$ cat config.mk
export PLATFORM = sky130hd
export DESIGN_NAME = percep_mem_resp
export DESIGN_NICKNAME = d
export VERILOG_FILES = /design/src/rtl/percep_pkg.sv /design/src/rtl/percep_sram_1p.sv /design/src/rtl/percep_mem_resp.sv
export SDC_FILE = /design/constraint.sdc
export NUM_CORES = 2
export LEC_CHECK = 0
export CAP_MARGIN = 20
export CORE_MARGIN = 3
export CORE_UTILIZATION = 30
export CTS_CLUSTER_DIAMETER = 200
export DETAILED_ROUTE_END_ITERATION = 8
export DONT_BUFFER_PORTS = 1
export GPL_ROUTABILITY_DRIVEN = 0
export PLACE_DENSITY = 0.47
export SLEW_MARGIN = 10
export SYNTH_ARGS = -nofsm -noshare
export SYNTH_HDL_FRONTEND = slang
export SYNTH_SLANG_ARGS = --single-unit
$ cat constraint.sdc
create_clock -name clk -period 10.1 [get_ports clk]
set_input_delay 1.01 -clock clk [delete_from_list [all_inputs] [get_ports clk]]
set_output_delay 1.01 -clock clk [all_outputs]
set_load 0.005 [all_outputs]
$ cat src/rtl/percep_pkg.sv
// ---------------------------------------------------------------------------
// percep_pkg
// Shared constants for the perceptron memory responder: ydx/wght word and
// address widths, the position of the yd label bit inside a ydx word, and
// the number of words in a complete dataset + weight load.
// ---------------------------------------------------------------------------
package percep_pkg;

    localparam int MEM_WIDTH_YDX = 17;   // bit 16 = yd, bits 15:0 = fp attribute
    localparam int MEM_ADDR_YDX  = 7;    // 128-entry ydx memory
    localparam int MEM_ADDR_WGHT = 3;    // 8-entry wght memory
    localparam int FP_WIDTH      = 16;   // fp weight width
    localparam int YD_BIT        = 16;   // yd label position in a ydx word
    localparam int LOAD_WORDS    = 105;  // write strobes in a full load
    localparam int LOAD_CNT_W    = 7;    // width of the committed-word counter

endpackage

$ cat src/rtl/percep_sram_1p.sv
// ---------------------------------------------------------------------------
// percep_sram_1p
// Single-port synchronous RAM, write has priority over read, registered read
// data with a one-cycle valid pulse. Contents are not reset.
// Optional feature macro: PERCEP_MEM_PARITY_EN adds one even-parity bit per
// entry (computed on write) and a sticky par_err checked as data registers.
//
// Ports:
//   clk, rst_n  clock, asynchronous active-low reset (read regs only)
//   we          write enable (already qualified with chip select)
//   re          read enable (already qualified with chip select)
//   addr        word address
//   wdata       write data
//   rdata       registered read data, holds when idle
//   rvld        one-cycle pulse alongside new rdata
//   par_err     sticky parity error (PERCEP_MEM_PARITY_EN only)
// ---------------------------------------------------------------------------
module percep_sram_1p #(
    parameter int DW = 17,
    parameter int AW = 7
) (
    input  logic          clk,
    input  logic          rst_n,
    input  logic          we,
    input  logic          re,
    input  logic [AW-1:0] addr,
    input  logic [DW-1:0] wdata,
    output logic [DW-1:0] rdata,
    output logic          rvld
`ifdef PERCEP_MEM_PARITY_EN
    ,
    output logic          par_err
`endif
);

    localparam int DEPTH = 1 << AW;
`ifdef PERCEP_MEM_PARITY_EN
    localparam int SW = DW + 1;
`else
    localparam int SW = DW;
`endif

    logic [SW-1:0] mem [DEPTH];
    logic [SW-1:0] wword;
    logic [SW-1:0] rword;
    logic          rd_go;
    logic [DW-1:0] rdata_p1;
    logic          vld_p1;

`ifdef PERCEP_MEM_PARITY_EN
    // Stored parity bit makes the XOR over the whole entry zero.
    assign wword = {^wdata, wdata};
`else
    assign wword = wdata;
`endif

    assign rword = mem[addr];
    assign rd_go = re & ~we;

    always_ff @(posedge clk) begin
        if (we) begin
            mem[addr] <= wword;
        end
    end

    // stage p1: registered read data and its valid
    always_ff @(posedge clk or negedge rst_n) begin
        if (!rst_n) begin
            rdata_p1 <= '0;
            vld_p1   <= 1'b0;
        end else begin
            vld_p1 <= rd_go;
            if (rd_go) begin
                rdata_p1 <= rword[DW-1:0];
            end
        end
    end

`ifdef PERCEP_MEM_PARITY_EN
    always_ff @(posedge clk or negedge rst_n) begin
        if (!rst_n) begin
            par_err <= 1'b0;
        end else if (rd_go && (^rword)) begin
            par_err <= 1'b1;
        end
    end
`endif

    assign rdata = rdata_p1;
    assign rvld  = vld_p1;

endmodule

$ cat src/rtl/percep_mem_resp.sv
// ---------------------------------------------------------------------------
// percep_mem_resp
// Memory-side responder for the perceptron controller. Host words enter a
// small valid/ready FIFO; each ydx write strobe pops one word into the ydx
// memory (and, when the wght strobe is also active, its low 16 bits into the
// wght memory). Reads return registered data one cycle after the strobe.
// Optional feature macro: PERCEP_MEM_PARITY_EN (per-entry parity, par_err).
//
// Ports:
//   clk, rst_n                     clock, asynchronous active-low reset
//   host_valid/host_data/host_ready  host preload handshake
//   mem_cs/we/oe_ydx, d_addr_ydx   ydx port from the controller
//   mem_cs/we/oe_wght, d_addr_wght wght port from the controller
//   rd_ydx, rd_valid_ydx           ydx read data and valid pulse
//   rd_wght, rd_valid_wght         wght read data and valid pulse
//   load_cnt                       words committed since reset (sat. 127)
//   underrun                       sticky: write strobe saw an empty FIFO
//   par_err                        sticky parity error (macro only)
// ---------------------------------------------------------------------------
module percep_mem_resp
    import percep_pkg::*;
#(
    parameter int FIFO_DEPTH = 4
) (
    input  logic                     clk,
    input  logic                     rst_n,
    input  logic                     host_valid,
    input  logic [MEM_WIDTH_YDX-1:0] host_data,
    output logic                     host_ready,
    input  logic                     mem_cs_ydx,
    input  logic                     mem_we_ydx,
    input  logic                     mem_oe_ydx,
    input  logic [MEM_ADDR_YDX-1:0]  d_addr_ydx,
    input  logic                     mem_cs_wght,
    input  logic                     mem_we_wght,
    input  logic                     mem_oe_wght,
    input  logic [MEM_ADDR_WGHT-1:0] d_addr_wght,
    output logic [MEM_WIDTH_YDX-1:0] rd_ydx,
    output logic                     rd_valid_ydx,
    output logic [FP_WIDTH-1:0]      rd_wght,
    output logic                     rd_valid_wght,
    output logic [LOAD_CNT_W-1:0]    load_cnt,
    output logic                     underrun
`ifdef PERCEP_MEM_PARITY_EN
    ,
    output logic                     par_err
`endif
);

    localparam int PW = $clog2(FIFO_DEPTH);
    localparam logic [PW:0]   CNT_FULL = (PW+1)'(FIFO_DEPTH);
    localparam logic [PW:0]   CNT_ONE  = (PW+1)'(1);
    localparam logic [PW-1:0] PTR_ONE  = PW'(1);

    logic [MEM_WIDTH_YDX-1:0] fifo_q [FIFO_DEPTH];
    logic [PW-1:0]            wr_ptr;
    logic [PW-1:0]            rd_ptr;
    logic [PW:0]              fifo_cnt;
    logic                     fifo_empty;
    logic                     push;
    logic                     pop;
    logic                     wr_ydx;
    logic                     wr_wght;
    logic                     re_ydx;
    logic                     re_wght;
    logic [MEM_WIDTH_YDX-1:0] wr_word;

    function automatic logic [LOAD_CNT_W-1:0] sat_inc(input logic [LOAD_CNT_W-1:0] v);
        return (v == {LOAD_CNT_W{1'b1}}) ? v : v + LOAD_CNT_W'(1);
    endfunction

    // Occupancy is registered, so ready and empty never see this cycle's pop.
    // A push into an empty FIFO therefore cannot be forwarded to a same-cycle
    // write strobe: that strobe underruns and the pushed word waits.
    assign fifo_empty = (fifo_cnt == '0);
    assign host_ready = (fifo_cnt != CNT_FULL);
    assign push       = host_valid & host_ready;
    assign wr_ydx     = mem_cs_ydx & mem_we_ydx;
    assign pop        = wr_ydx & ~fifo_empty;
    assign wr_word    = fifo_empty ? '0 : fifo_q[rd_ptr];

    assign wr_wght = wr_ydx & mem_cs_wght & mem_we_wght;
    assign re_ydx  = mem_cs_ydx & mem_oe_ydx & ~mem_we_ydx;
    assign re_wght = mem_cs_wght & mem_oe_wght & ~mem_we_wght;

    always_ff @(posedge clk) begin
        if (push) begin
            fifo_q[wr_ptr] <= host_data;
        end
    end

    always_ff @(posedge clk or negedge rst_n) begin
        if (!rst_n) begin
            wr_ptr   <= '0;
            rd_ptr   <= '0;
            fifo_cnt <= '0;
            load_cnt <= '0;
            underrun <= 1'b0;
        end else begin
            if (push) begin
                wr_ptr <= wr_ptr + PTR_ONE;
            end
            if (pop) begin
                rd_ptr <= rd_ptr + PTR_ONE;
            end
            case ({push, pop})
                2'b10:   fifo_cnt <= fifo_cnt + CNT_ONE;
                2'b01:   fifo_cnt <= fifo_cnt - CNT_ONE;
                default: fifo_cnt <= fifo_cnt;
            endcase
            if (wr_ydx) begin
                load_cnt <= sat_inc(load_cnt);
                if (fifo_empty) begin
                    underrun <= 1'b1;
                end
            end
        end
    end

`ifdef PERCEP_MEM_PARITY_EN
    logic perr_ydx;
    logic perr_wght;
    assign par_err = perr_ydx | perr_wght;
`endif

    percep_sram_1p #(
        .DW (MEM_WIDTH_YDX),
        .AW (MEM_ADDR_YDX)
    ) u_ydx (
        .clk     (clk),
        .rst_n   (rst_n),
        .we      (wr_ydx),
        .re      (re_ydx),
        .addr    (d_addr_ydx),
        .wdata   (wr_word),
        .rdata   (rd_ydx),
        .rvld    (rd_valid_ydx)
`ifdef PERCEP_MEM_PARITY_EN
        ,
        .par_err (perr_ydx)
`endif
    );

    percep_sram_1p #(
        .DW (FP_WIDTH),
        .AW (MEM_ADDR_WGHT)
    ) u_wght (
        .clk     (clk),
        .rst_n   (rst_n),
        .we      (wr_wght),
        .re      (re_wght),
        .addr    (d_addr_wght),
        .wdata   (wr_word[FP_WIDTH-1:0]),
        .rdata   (rd_wght),
        .rvld    (rd_valid_wght)
`ifdef PERCEP_MEM_PARITY_EN
        ,
        .par_err (perr_wght)
`endif
    );

endmodule

## Yosys cells after proc, flatten, opt, wreduce, memory -nomap -nowiden

Memory sizes are Yosys's and may differ from the RTL's. A register that Yosys moved wholly into a read port is not among the register bits.
Index checks and enable logic that the tools add are counted.

- Add/subtract/negate cells: 5
- Eq/ne operators: 4
- Muxes and demuxes: 8
- Bitwise logic cells: 17
- Reduce and logical (&&, ||, !) cells: 6

Operators by type and width:

| kind | number |
|---|---|
| 17-bit 2-to-1 mux | 1 |
| 1-bit bitwise AND | 11 |
| 7-bit by 1-bit adder with 7-bit output (second input constant) | 1 |
| 7-bit == test (second input constant) | 1 |
| 1-bit 2-to-1 mux | 6 |
| 1-bit inverter | 6 |
| 3-bit case mux with 2 select lines | 1 |
| 2-bit by 1-bit adder with 2-bit output (second input constant) | 2 |
| 2-bit AND reduction | 2 |
| 3-bit by 1-bit adder with 3-bit output (second input constant) | 1 |
| 3-bit zero test | 1 |
| 3-bit inequality test (second input constant) | 1 |
| 3-bit by 1-bit subtractor with 3-bit output (second input constant) | 1 |
| 2-bit by 1-bit == test with 1-bit output (second input constant) | 1 |
| 2-bit == test (second input constant) | 1 |
| 1-bit zero test | 2 |
| 2-bit nonzero test | 1 |

- Flip-flop bits (word level): 17
- RAM bits: 2372
- Bits of input ports: 36
- Output and inout bits: 44
- Logic and storage cells: 50
- Memories: 3

Memory list:

| memory | depth | bits a word | rd ports | clocked after memory_dff | write ports | line | text |
|---|---|---|---|---|---|---|---|
| u_ydx.mem | 128 | 17 | 1 | 1 | 1 | percep_sram_1p.sv:43 | `logic [SW-1:0] mem [DEPTH];` |
| u_wght.mem | 8 | 16 | 1 | 1 | 1 | percep_sram_1p.sv:43 |  |
| fifo_q | 4 | 17 | 1 | 0 | 1 | percep_mem_resp.sv:55 | `logic [MEM_WIDTH_YDX-1:0] fifo_q [FIFO_DEPTH];` |

## Depth between registers and ports, before layout

- Depth after elaboration: 5
- Depth in mapped cells: 13
- Depth with buffers taken out: 10

## By module

From an unflattened synthesis, not the netlist that was laid out.

- Cells, all modules: 5072
- Area total of the unflattened synthesis: 94012.7 um2

Modules (own cells, without submodules):

| module | times used | cells an instance | area each (um2) | seq. area each (um2) |
|---|---|---|---|---|
| percep_sram_1p at u_ydx | 1 | 4581 | 85067.8 | 65793.1 |
| percep_sram_1p at u_wght | 1 | 310 | 5566.6 | 4269.1 |
| percep_mem_resp | 1 | 181 | 3378.2 | 2417.3 |

## Least setup slack after synthesis

OpenSTA, ideal clock, no wires.

- Kind: flip-flop to flip-flop
- Start: register rd_ptr[0]
- End: memory u_wght.mem[0][10] in the netlist's numbering, data pin
- Library setup time: 872 ps
- Arrival: 4799 ps
- Required time: 9228 ps
- Slack: 4429 ps
- Cell stages (with the launch flop): 5
- Path buffers: 2
- Period minus slack after synthesis: 5671 ps
- Cell sequence: dfrtp_1 clkbuf_1 buf_2 mux4_2 nor2b_1

- Cells in the longest elaborated chain, start to end: 2

Ends and longest elaborated chain:

| item | line | text |
|---|---|---|
| from (decl) | percep_mem_resp.sv:57 | `logic [PW-1:0] rd_ptr;` |
| from (signal assigned) | percep_mem_resp.sv:104 | `rd_ptr <= rd_ptr + PTR_ONE;` |
| memory 4 x 17 bit | -- |  |
| 17-bit 2-to-1 mux | percep_mem_resp.sv:80 | `assign wr_word = fifo_empty ? '0 : fifo_q[rd_ptr];` |
| net u_wght.wdata[10] | percep_sram_1p.sv:27 | `input logic [DW-1:0] wdata,` |
| to (decl) | percep_sram_1p.sv:43 |  |

The timed path passes the listed nets, and every way through them passes these cells.

==> impl_metrics.ini <==
[sta]
grt_setup_unrepaired = no
worstMarginPinSlew_ps = 1780
setup_viol = 0
maxSlewHeadroom_pct = -18.6
fin_tns_setup_ps = 0
fin_crit_sh_pct = 47.1
fmax_mhz = 210
worst_slack_ps = 5340
slew_viol_final = 227
finalHoldViolCount = 0
fin_crit_ps = 4760
skew_ps = 64.1

[synth]
synthMuxAreaShare_pct = 10.2
ys_top_cells_by_area = edfxtp_1, mux4_2, a221oi_1, mux2i_1, dfrtp_1
netlist_area_um2 = 92800
synth_area_leader_cell = edfxtp_1
syn_area_per_cell_um2 = 19.6
synth_seq_area_share_pct = 78.1
synthesis.nets = 4786
ys_seq_elements = 2422
synth_cell_types = 74
synth_xor_area_share_pct = 0.104
synth_top_family_by_area = multiplexers
synth_top_area_share_pct = 76.8
synth_simple_gate_area_share_pct = 2.52
netlist_instances = 4743
ys_warn_count = 0
yosys.area_share.adder_pct = 0.103
async_flop_share_pct = 2.06
dominantRegCellSynth = edfxtp_1
synth_edf_count = 2372
synth-compound-area-share_pct = 7.14

[setup_path]
critPathArrivalTime_ps = 5570
start_kind = input pin
worstPathBufferInverterCount = 3
end_kind = flop
slowest_stage = buf_4
cp_data_required_time_ps = 10910
cp_top_family = buffers and inverters
crit_path_cell_trace = nor2b_4, buf_4, buf_4, a22oi_1, a31oi_1, o21ai_0, a211oi_1, buf_2, o21ai_0, o211ai_1
path_class = in -> reg
crit_fanout = 276
cp_slowest_stage_delay_ps = 760

[route]
highest_layer = met5
ant_nets = 0
dr_wl_met2_mm = 135
wl_met3_mm = 20.5
num_vias = 48900
wl_per_cell_um = 31.3
drc = 0
met1_length_mm = 122
routed_wl_mm = 288
drt-initial-drc-count = 5518
dr.pass1.iters = 5
via_per_inst = 5.31

[global_routing]
grt_overflow = 0
grt_use_total_pct = 17.7
grt_pass1_vias = 48900
antenna_found_initial = 17
grt_pass1_wl_mm = 401
grt_max_degree = 442

[clock_network]
clk_latency_ps = 910
path_clk_slew_ps = 60
cts_setup_buffers = 0
cts-root-buf = clkbuf_16
tritoncts = done
clock_path_buffers = 4
cts-buffers-inserted = 246
ctsResizeCount = 0
ctsHoldBuffers = 2
cts_sinks = 2422
htreeDepth = 4

[job]
max_cap_violations = 0

[finish]
seqCellArea_um2 = 72500
nets = 4957
layout-drive-gt1-share_pct = 21.3
multi_input_area_um2 = 19200
area_delta_synth_final_pct = 14.7
fillers = 28800
mostFrequentLayoutCell = edfxtp_1
final_cell_mix = edfxtp_1, a221oi_1, mux4_2
final_area_um2 = 106000

[power]
finalPower_mw = 26.0
sequentialPowerShare_pct = 52.2
switching_share_pct = 27.6
ir_worst_vdd_v = 0.000243
power_frac_comb_pct = 14.8
p_per_area_nw_per_um2 = 244
leakagePower_nw = 32.9
power_frac_clock_pct = 33.0
power.internal_mw = 18.8
switchingPower_mw = 7.18

[floorplanning]
pin_count = 80
die_h_um = 562
fp-row-count = 203
initial_core_util_pct = 30.2
die_w_um = 562
coreArea_um2 = 307000
die_area_um2 = 316000

[placed_design]
placed_cell_area_um2 = 98800
port_buffers = 0
post-place-ws_ps = 5050
post-dp-hpwl_mm = 163

[run_status]
status = finished with violations
violations = slew limit

[min_path]
hp-class = in -> reg
## metrics by stage
step	util (%)	hold WS (ps)	instances
floorplan	-	451	4743
global placement	32.1	485	8730
detailed placement	32.2	487	8758
CTS	34.6	152	9199
global route	34.7	176	9206
finish	34.7	226	9210
## cells by family after synthesis
group,after synthesis
adders and majority gates,7
xor gates and xnor gates,11
DFF,2422
AOI/OAI and AO/OA,878
buffers and inverters,329
muxes,550
and+or+nand+nor,546
## cells in the mapped netlist, types with 15 or more instances
cell type,number
a22oi_1,64
a22o_1,15
mux2i_1,178
buf_2,93
o221ai_1,29
nor3_1,28
mux2_1,15
nor2b_1,28
buf_6,22
a211oi_1,21
nand2_1,152
clkbuf_1,137
mux2_2,45
buf_1,26
a221oi_1,315
nor2_1,262
a21oi_1,113
edfxtp_1,2372
buf_4,36
o21ai_0,113
a221o_1,33
dfrtp_1,50
o22ai_1,36
a31oi_1,18
nand3_1,16
mux4_2,312
## power groups by stage
stage          sequential [mW]  clock [mW]  combinational, mW
3_5_place_dp              13.8           0               3.90
5_1_grt                   13.6        9.16               4.10
4_1_cts                   13.6        8.77               3.91
2_1_floorplan             14.0           0               1.79
3_3_place_gp              13.8           0               3.77
6_report                  13.6        8.59               3.84
## worst reg2reg max path, delay by kind of cell (launching register included)
family,cells,cell delay [ps]
buffers and inverters,2,1500
flip-flops,1,970
multiplexers,1,370
AND/OR/NAND/NOR,1,680
## final cells by class
cell class	count	area share, %
Sequential cell	2422	68.1
Clock buffer	307	6.08
Antenna cell	5	0.0118
Timing Repair Buffer	237	1.90
Clock inverter	132	0.883
Tap cell	4100	4.82
Inverter	15	0.0588
Multi-Input combinational cell	1992	18.1
## flip-flops by register name (all words and copies together), names as in the netlist
signal and count:
u_ydx.rdata 17, u_wght.rdata 16, load_cnt 7, underrun 1, u_wght.mem 128, rd_ptr 2
fifo_q 68, wr_ptr 2, u_ydx.mem 2176, fifo_cnt 3, u_ydx.rvld 1, u_wght.rvld 1
## path summary, 6_finish.rpt
path	startpoint	to	slack [ps]	depth (start not counted)
max reg2reg	rd_ptr[1]$_DFFE_PN0P_	u_ydx.mem[98][1]$_DFFE_PP_	6130	4
min in group asynchronous	rst_n	u_wght.rdata[14]$_DFFE_PN0P_	640	2
max	d_addr_ydx[1]	u_ydx.rdata[14]$_DFFE_PN0P_	5340	10
max in group asynchronous	rst_n	u_ydx.rdata[8]$_DFFE_PN0P_	9040	2
min	host_data[5]	fifo_q[0][5]$_DFFE_PP_	230	0
min reg2reg	underrun$_DFFE_PN0P_	underrun$_DFFE_PN0P_	490	1
## layer usage
layer | GRT usage [%] | vias up
li1 | - | 20200
met1 | 24.6 | 26400
met2 | 28.2 | 1922
met3 | 3.15 | 425
met4 | 5.85 | 2
met5 | 0 | -
Power figures use the tool's default switching activity.
